===== config.mk =====
export PLATFORM = sky130hd
export DESIGN_NAME = evt_stream_rx
export DESIGN_NICKNAME = d
export VERILOG_FILES = /design/src/rtl/evt_stream_rx_pkg.sv /design/src/rtl/evt_word_packer.sv /design/src/rtl/evt_stream_rx.sv
export SDC_FILE = /design/constraint.sdc
export NUM_CORES = 1
export LEC_CHECK = 0
export ABC_AREA = 1
export BUFFER_PORTS_ARGS = -buffer_cell sky130_fd_sc_hd__buf_2
export CORE_UTILIZATION = 32
export CTS_BUF_LIST = sky130_fd_sc_hd__clkbuf_8
export CTS_CLUSTER_DIAMETER = 100
export CTS_CLUSTER_SIZE = 16
export DETAILED_ROUTE_END_ITERATION = 8
export SLEW_MARGIN = 10
export SYNTH_ARGS = -nofsm -noshare
export SYNTH_HDL_FRONTEND = slang
export SYNTH_HIERARCHICAL = 1
export SYNTH_SLANG_ARGS = --single-unit

===== constraint.sdc =====
create_clock -name Clock -period 2.6 [get_ports Clock]
set_clock_uncertainty 0.05 [all_clocks]
set_input_delay 0.13 -clock Clock [delete_from_list [all_inputs] [get_ports Clock]]
set_output_delay 0.13 -clock Clock [all_outputs]
set_load 0.02 [all_outputs]

===== src/rtl/evt_stream_rx_pkg.sv =====
// Shared definitions for the serial event-dump receiver.
// Latency: n/a (types and constants only).
// Backpressure: n/a.
package evt_stream_rx_pkg;

   localparam int WORD_W = 12;               // bits per serial word
   localparam int BYTE_W = 8;                // UART buffer byte width
   localparam int CNT_W  = 15;               // word-count / counter width
   localparam logic [3:0] PAD_NIB = 4'b0000; // fills the low nibble of an odd trailing byte

   // One-hot receiver states
   typedef enum logic [2:0] {
      ST_IDLE = 3'b001,
      ST_SHFT = 3'b010,
      ST_FLSH = 3'b100
   } state_e;

endpackage


===== src/rtl/evt_word_packer.sv =====
// Packs 12-bit words into bytes, 2 words -> 3 bytes, with a padded tail byte on flush.
// Latency: first byte of a word 1 cycle after word_vld; the second word's low byte 1 cycle later.
// Backpressure: none; upstream word spacing (>= 3 cycles) keeps at most 2 bytes pending.
// Ports:
//   clk, rst_n          clock, async active-low reset
//   word_dat/word_vld   12-bit word in with 1-cycle strobe
//   flush               request to emit a held odd nibble as a padded byte
//   byte_dat/byte_vld   byte out with 1-cycle strobe
//   empty               no held nibble and no pending byte
module evt_word_packer
   import evt_stream_rx_pkg::*;
(
   input  logic              clk,
   input  logic              rst_n,
   input  logic [WORD_W-1:0] word_dat,
   input  logic              word_vld,
   input  logic              flush,
   output logic [BYTE_W-1:0] byte_dat,
   output logic              byte_vld,
   output logic              empty
);

   logic              phase_q, phase_d;       // 1: low nibble of word A held
   logic [3:0]        nib_q, nib_d;
   logic              pend_q, pend_d;         // low byte of word B still to send
   logic [BYTE_W-1:0] pend_dat_q, pend_dat_d;
   logic [BYTE_W-1:0] byte_dat_q, byte_dat_d;
   logic              byte_vld_q, byte_vld_d;

   always_comb begin
      phase_d    = phase_q;
      nib_d      = nib_q;
      pend_d     = pend_q;
      pend_dat_d = pend_dat_q;
      byte_dat_d = byte_dat_q;
      byte_vld_d = 1'b0;
      if (word_vld) begin
         byte_vld_d = 1'b1;
         if (!phase_q) begin
            byte_dat_d = word_dat[11:4];
            nib_d      = word_dat[3:0];
            phase_d    = 1'b1;
         end else begin
            byte_dat_d = {nib_q, word_dat[11:8]};
            pend_dat_d = word_dat[7:0];
            pend_d     = 1'b1;
            phase_d    = 1'b0;
         end
      end else if (pend_q) begin
         byte_dat_d = pend_dat_q;
         byte_vld_d = 1'b1;
         pend_d     = 1'b0;
      end else if (flush && phase_q) begin
         byte_dat_d = {nib_q, PAD_NIB};
         byte_vld_d = 1'b1;
         phase_d    = 1'b0;
      end
   end

   always_ff @(posedge clk or negedge rst_n) begin
      if (!rst_n) begin
         phase_q    <= 1'b0;
         nib_q      <= '0;
         pend_q     <= 1'b0;
         pend_dat_q <= '0;
         byte_dat_q <= '0;
         byte_vld_q <= 1'b0;
      end else begin
         phase_q    <= phase_d;
         nib_q      <= nib_d;
         pend_q     <= pend_d;
         pend_dat_q <= pend_dat_d;
         byte_dat_q <= byte_dat_d;
         byte_vld_q <= byte_vld_d;
      end
   end

   assign byte_dat = byte_dat_q;
   assign byte_vld = byte_vld_q;
   assign empty    = !phase_q && !pend_q;

endmodule


===== src/rtl/evt_stream_rx.sv =====
// Deserializes the MSB-first 12-bit event word stream and packs words into UART bytes.
// Latency: WordStrb 1 cycle after a word's last bit; bytes 1-2 cycles after the word strobe.
// Backpressure: none; the stream is continuous and Start is ignored while Busy.
// Ports:
//   Clock, Reset        clock, async active-low reset
//   Start, NWords       start pulse (cycle before first bit) and word count sampled with it
//   SerialIn            serial data, one bit per cycle
//   WordOut/WordStrb    last completed word and its strobe
//   ByteOut/ByteStrb    packed byte and its strobe
//   Busy, Done          transfer in progress / 1-cycle completion pulse
module evt_stream_rx
   import evt_stream_rx_pkg::*;
#(
   parameter int WW = WORD_W,
   parameter int NW = CNT_W
) (
   input  logic              Clock,
   input  logic              Reset,
   input  logic              Start,
   input  logic [NW-1:0]     NWords,
   input  logic              SerialIn,
   output logic [WW-1:0]     WordOut,
   output logic              WordStrb,
   output logic [BYTE_W-1:0] ByteOut,
   output logic              ByteStrb,
   output logic              Busy,
   output logic              Done
);

   localparam int BCW = $clog2(WW);

   state_e          state_q, state_d;
   logic [BCW-1:0]  bit_cnt_q, bit_cnt_d;
   logic [NW-1:0]   wrd_cnt_q, wrd_cnt_d;
   logic [NW-1:0]   nwords_q, nwords_d;
   logic [WW-2:0]   shreg_q, shreg_d;
   logic [WW-1:0]   word_q, word_d;
   logic            word_strb_q, word_strb_d;
   logic            busy_q, busy_d;
   logic            done_q, done_d;
   logic            pk_empty;

   always_comb begin
      state_d     = state_q;
      bit_cnt_d   = bit_cnt_q;
      wrd_cnt_d   = wrd_cnt_q;
      nwords_d    = nwords_q;
      shreg_d     = shreg_q;
      word_d      = word_q;
      word_strb_d = 1'b0;
      done_d      = 1'b0;
      unique case (state_q)
         ST_IDLE: begin
            if (Start) begin
               if (NWords != '0) begin
                  state_d   = ST_SHFT;
                  nwords_d  = NWords;
                  bit_cnt_d = '0;
                  wrd_cnt_d = '0;
               end else begin
                  done_d = 1'b1;
               end
            end
         end
         ST_SHFT: begin
            shreg_d = {shreg_q[WW-3:0], SerialIn};
            if (bit_cnt_q == BCW'(WW - 1)) begin
               word_d      = {shreg_q, SerialIn};
               word_strb_d = 1'b1;
               bit_cnt_d   = '0;
               wrd_cnt_d   = wrd_cnt_q + 1'b1;
               if (wrd_cnt_q + 1'b1 == nwords_q) state_d = ST_FLSH;
            end else begin
               bit_cnt_d = bit_cnt_q + 1'b1;
            end
         end
         ST_FLSH: begin
            // The final word strobe reaches the packer in the first Flsh cycle,
            // so the packer's empty flag only counts once that strobe is gone.
            if (pk_empty && !word_strb_q) begin
               done_d  = 1'b1;
               state_d = ST_IDLE;
            end
         end
         default: state_d = ST_IDLE;
      endcase
      busy_d = (state_d != ST_IDLE);
   end

   always_ff @(posedge Clock or negedge Reset) begin
      if (!Reset) begin
         state_q     <= ST_IDLE;
         bit_cnt_q   <= '0;
         wrd_cnt_q   <= '0;
         nwords_q    <= '0;
         shreg_q     <= '0;
         word_q      <= '0;
         word_strb_q <= 1'b0;
         busy_q      <= 1'b0;
         done_q      <= 1'b0;
      end else begin
         state_q     <= state_d;
         bit_cnt_q   <= bit_cnt_d;
         wrd_cnt_q   <= wrd_cnt_d;
         nwords_q    <= nwords_d;
         shreg_q     <= shreg_d;
         word_q      <= word_d;
         word_strb_q <= word_strb_d;
         busy_q      <= busy_d;
         done_q      <= done_d;
      end
   end

   evt_word_packer u_packer (
      .clk      (Clock),
      .rst_n    (Reset),
      .word_dat (word_q),
      .word_vld (word_strb_q),
      .flush    (state_q == ST_FLSH),
      .byte_dat (ByteOut),
      .byte_vld (ByteStrb),
      .empty    (pk_empty)
   );

   assign WordOut  = word_q;
   assign WordStrb = word_strb_q;
   assign Busy     = busy_q;
   assign Done     = done_q;

endmodule


# After elaboration in Yosys (flattened, before gate mapping)
# Cells that the tools add are included.
[totals] in_bits=19 out_inout_bits=24 ff_bits=86
[op_classes] eq_ne=11 addsub=2 bitwise=1 n_mux=33 n_reduce_logical=17
[ops] cell="two-way mux 15 bit" n=3
[ops] cell="two-way mux 8 bit" n=4
[ops] cell="one-hot mux 15 bit (2 select lines)" n=1
[ops] cell="adder 15 x 1 -> 15 bit, second input constant" n=1
[ops] cell="equality test 15 bit" n=1
[ops] cell="two-way mux 3 bit" n=5
[ops] cell="nonzero test 15 bit" n=1
[ops] cell="two-way mux 1 bit" n=14
[ops] cell="two-way mux 4 bit" n=3
[ops] cell="one-hot mux 3 bit (3 select lines)" n=1
[ops] cell="!= test 2 bit, second input constant" n=4
[ops] cell="one-hot mux 4 bit (2 select lines)" n=1
[ops] cell="AND reduction 2 bit" n=4
[ops] cell="AND reduction 3 bit" n=2
[ops] cell="adder 4 x 1 -> 4 bit, second input constant" n=1
[ops] cell="equality test 4 bit, second input constant" n=1
[ops] cell="AND reduction 4 bit" n=1
[ops] cell="nonzero test 2 bit" n=2
[ops] cell="equality test 3 x 1 -> 1 bit, second input constant" n=1
[ops] cell="equality test 3 x 2 -> 1 bit, second input constant" n=1
[ops] cell="equality test 3 bit, second input constant" n=1
[ops] cell="logical AND 1 bit" n=3
[ops] cell="logical NOT 1 bit" n=3
[ops] cell="!= test 3 x 1 -> 1 bit, second input constant" n=1
[ops] cell="other kinds (4)" n=4

# Logic depth before layout (Yosys ltp)
[depth] word_depth=6 depth_mapped=14 mapped_depth_nobuf=14

# Cells and area by module
# Netlist, hierarchy kept.
[modules_own_cells] mod="evt_stream_rx" area_per_inst_um2=3135.5 seq_area_each_um2=1577.8 instances=1 cells_each=401
[modules_own_cells] mod="evt_word_packer" area_per_inst_um2=1179.9 seq_area_each_um2=575.6 instances=1 cells_each=143

# Least setup slack after synthesis
# No wires, ideal clock.
[synth_path] path_type="reg-to-reg" from="reg wrd_cnt_q[0]" to="reg state_q[1]" stages_incl_launch_ff=14 path_buffers=0 path_slack_ns=0.874 synth_period_minus_slack_ns=1.726 arrival_time_ns=1.559 setup_ns=0.117 path_cell_list="dfrtp_1 ha_1 nand3_2 clkinv_1 nand2_1 nand2_1 nand2_1 nand2_1 a21oi_2 nand2_1 nor2_2 nand2_1 nand2_1 nand2_1"
[synth_between] elab_chain_cells=5
[synth_lines] element="from (decl)" line_no="evt_stream_rx.sv:34" text="logic [NW-1:0] wrd_cnt_q, wrd_cnt_d;"
[synth_lines] element="from (signal assigned)" line_no="evt_stream_rx.sv:104" text="wrd_cnt_q <= wrd_cnt_d;"
[synth_lines] element="adder 15 x 1 -> 15 bit" line_no="evt_stream_rx.sv:72" text="if (wrd_cnt_q + 1'b1 == nwords_q) state_d = ST_FLSH;"
[synth_lines] element="equality test 15 bit" line_no="evt_stream_rx.sv:72"
[synth_lines] element="two-way mux 3 bit" line_no="evt_stream_rx.sv:72"
[synth_lines] element="two-way mux 3 bit" line_no="evt_stream_rx.sv:67" text="if (bit_cnt_q == BCW'(WW - 1)) begin"
[synth_lines] element="one-hot mux 3 bit (3 select lines)" line_no="evt_stream_rx.sv:52" text="unique case (state_q)"
[synth_lines] element="via state_d[1]" line_no="evt_stream_rx.sv:32" text="state_e state_q, state_d;"
[synth_lines] element="to (signal assigned)" line_no="evt_stream_rx.sv:102" text="state_q <= state_d;"
[synth_lines] element="to (decl)" line_no="evt_stream_rx.sv:32"
# The timed path passes the listed nets, and every way through them passes these cells.
# A chain may end at the register's enable or synchronous reset.

# Final worst setup path
[layout_path] from="reg bit_cnt_q[0]" to="reg wrd_cnt_q[11]"
[layout_between] elab_chain_cells=3
[layout_lines] element="from (decl)" line_no="evt_stream_rx.sv:33" text="logic [BCW-1:0] bit_cnt_q, bit_cnt_d;"
[layout_lines] element="from (signal assigned)" line_no="evt_stream_rx.sv:103" text="bit_cnt_q <= bit_cnt_d;"
[layout_lines] element="equality test 4 bit" line_no="evt_stream_rx.sv:67"
[layout_lines] element="!= test 2 bit (no source line)"
[layout_lines] element="AND reduction 4 bit (no source line)"
# Every way passes these cells.

==> flow_summary.toml <==
[job]
max_cap_viol_count = 0

[worst_setup_path]
cp_top_family = "simple AND/OR/NAND/NOR gates"
cpPeakStageDelay_ns = 0.39
worst_path_most_repeated_cell = "inv_1"
worstSetupPathType = "flip-flop to flip-flop"
rrSetupSlack_ns = 0.49
path_max_fanout = 36
cp-end-kind = "flip-flop"
arrival_ns = 2.28
crit_buf_inv = 3
worstReg2RegStart = "bit_cnt_q[0]"
crit_slowest_cell = "dfrtp_1"
crit_path_cell_trace = "ha_1 > inv_1 > nor3_1 > inv_1 > nor2_8 > inv_2 > nand2_2 > o22ai_1"
timing.rr.end = "wrd_cnt_q[11]"
reg2regPathDepth = 8
startpoint_type = "flip-flop"
cp.required_ns = 2.77

[clock_tree]
cts_max_level = 3
cts_buffers = 9
cts_setup_buffers = 0
root_buffer = "clkbuf_8"
clkTransAtPathRegs_ns = 0.09
max-clock-path-buffers = 2
cts_sinks = 86
insertion_delay_ns = 0.37
cts_tree = "built"

[synth]
yosysMostFrequentCell = "nand2_1"
synth_edf_count = 0
synth.distinct_cells = 36
synthCells = 544
synth_top_area_share_pct = 49.3
syn_area_per_cell_sq_um = 7.93
ys_seq_elements = 86
synth_warnings = 6
async_flop_share_pct = 100
ys_seq_area_share_pct = 49.9
synth_top_flop_cell = "dfrtp_1"
synth.area.top_cells = "dfrtp_1 49%, nand2_1 16%, inv_1 6.3%"
synth_common_cells = "188 x nand2_1, 85 x dfrtp_1, 72 x inv_1"
syn_nets = 565
yosys.area.top_type = "dfrtp_1"
netlist_area_sq_um = 4320

[route]
wl_microns = 9710
drtPass1Iterations = 4
wire_per_inst_microns = 12.4
drc = 0
num_vias = 3637
drt_iter0_drc = 200
ant_nets = 0
avgViaCountPerCell = 4.63

[timing]
period_minus_slack_ns = 2.11
finalSetupTns_ns = 0
rsz0062_at_grt = "no"
max_freq_mhz = 474
worstMarginPinSlew_ns = 0.615
slew-limit-headroom_pct = 59.0
drv_slew = 0
setup_viol = 0
hold_viol = 0
fin_crit_sh_pct = 81.1
hold_slack_ns = 0.0213

[global_route]
overflow = 0
grt_use_met1_pct = 17.9
grt_antenna_before_repair = 0
grt_usage_pct = 14.8
grt_pass1_wl_microns = 16500
grtUsageMet2_pct = 25.4
grt_max_degree = 46
grt_pass1_vias = 3563
use_met3_pct = 3.54
grt-busiest-layer = "met2"

[worst_hold_path]
whs_path_depth = 3
hold_class = "primary input to flip-flop"
holdCritStartpoint = "NWords[3]"
min_to = "nwords_q[3]"

[run_status]
status = "completed"

[cells_and_area]
post-route-util_pct = 38.2
fillers = 1371
syn2layout_area_growth_pct = 16.8
fin_nets = 625
n_antenna_cell = 0
multiInputGateArea_sq_um = 1740
seq_area_sq_um = 2150
drive_gt1_share_pct = 16.3

[floorplanning]
core_area_sq_um = 13200
initial_utilization_pct = 32.7
die_w_microns = 118
die_h_microns = 118
pin_count = 43
dieArea_sq_um = 14000
rows = 42

[power_and_ir_drop]
peakVddDrop_mv = 0.346
power_density_nw_per_um2 = 717
power_leakage_nw = 2.53

[place]
place.gp.congestion = 0.898
dpl.hpwl_microns = 7070
portBuffers = 42
## worst max path at each step
| stage | start | to | slack [ns] | cells after the start |
|---|---|---|---|---|
| global placement | bit_cnt_q[0] | wrd_cnt_q[5] | 0.58 | 8 |
| finish | bit_cnt_q[0] | wrd_cnt_q[11] | 0.49 | 8 |
| floorplan | wrd_cnt_q[0] | state_q[1] | 0.87 | 13 |
| CTS | bit_cnt_q[0] | wrd_cnt_q[10] | 0.51 | 8 |
| global route | wrd_cnt_q[0] | state_q[1] | 0.33 | 13 |
| detailed placement | bit_cnt_q[0] | wrd_cnt_q[5] | 0.50 | 8 |
## metal layers
layer / vias to the layer above / wire [microns]
met5: - / 0
met1: 1684 / 4340
met2: 100 / 4650
met3: 18 / 474
li1: 1835 / -
met4: 0 / 243
## what timing repair did
action / CTS / global route
gates resized for setup: 0 / 0
endpoints found under the hold margin: 60 / 0
setup endpoints to repair: 0 / 0
hold buffers: 17 / 0
## layout by cell type (no fill, tap or decap), types with 2 or more instances in the layout
master and instances:
a21oi_1 9, buf_2 41, buf_4 5, clkbuf_8 9, clkinv_4 3, dfrtp_1 85
dlygate4sd3_1 17, ha_1 2, inv_1 73, inv_2 5, inv_4 3, nand2_1 188
nand2_2 4, nand2_4 2, nand3_1 35, nand3_2 3, nand3b_1 2, nand4_1 11
nor2_1 21, nor2_2 7, nor2_8 2, nor3_1 4, o21ai_0 40, o21ai_1 4
o21ai_2 8, o22ai_1 12, xnor2_1 2
## worst register-to-register path: cells and delay by family (launching register included)
kind	cells	cell delay [ns]
buf+inv	3	0.46
flops	1	0.39
fa+ha+maj	1	0.21
simple gates	3	0.72
compound gates	1	0.12
## metrics by stage
| stage | instances | cell area [sq um] | power (W) | worst slack (ns) |
|---|---|---|---|---|
| finish | 785 | 5040 | 0.00361 | 0.492 |
| global route | 785 | 5040 | 0.00390 | 0.330 |
| CTS | 785 | 5040 | 0.00366 | 0.509 |
| detailed placement | 752 | 4670 | 0.00268 | 0.501 |
| global placement | 752 | 4670 | 0.00265 | 0.583 |
| floorplan | 544 | 4320 | 0.00244 | 0.874 |
## cells by family (layout without fill, tap and decap cells)
logic type	count (synthesis)	count (layout)	share of synthesized area, %
fa+ha+maj	2	2	0.580
simple gates	283	283	29.3
compound gates	75	75	9.89
flops	86	86	49.9
xor+xnor	3	3	0.609
buf+inv	95	160	9.71
## final cells by class
class,count,area share (%)
Inverter,81,6.18
Timing Repair Buffer,63,8.19
Clock buffer,9,2.46
Multi-Input combinational cell,363,34.6
Sequential cell,86,42.7
Tap cell,176,4.37
Clock inverter,7,1.51
## registers in the layout (all words and copies together), names as in the netlist, 3 cells and up
| register | cells |
|---|---|
| u_packer/pend_dat_q | 8 |
| WordOut | 12 |
| u_packer/byte_dat | 8 |
| shreg_q | 11 |
| u_packer/nib_q | 4 |
| nwords_q | 15 |
| bit_cnt_q | 4 |
| state_q | 3 |
| wrd_cnt_q | 15 |
## power breakdown
| part | internal (W) | total, W | switching, W |
|---|---|---|---|
| combinational | 0.000323 | 0.000863 | 0.000540 |
| clock | 0.000449 | 0.000950 | 0.000501 |
| sequential | 0.00160 | 0.00180 | 0.000200 |
| total | 0.00237 | 0.00361 | 0.00124 |
No activity file was read; power rests on OpenSTA's default activity.
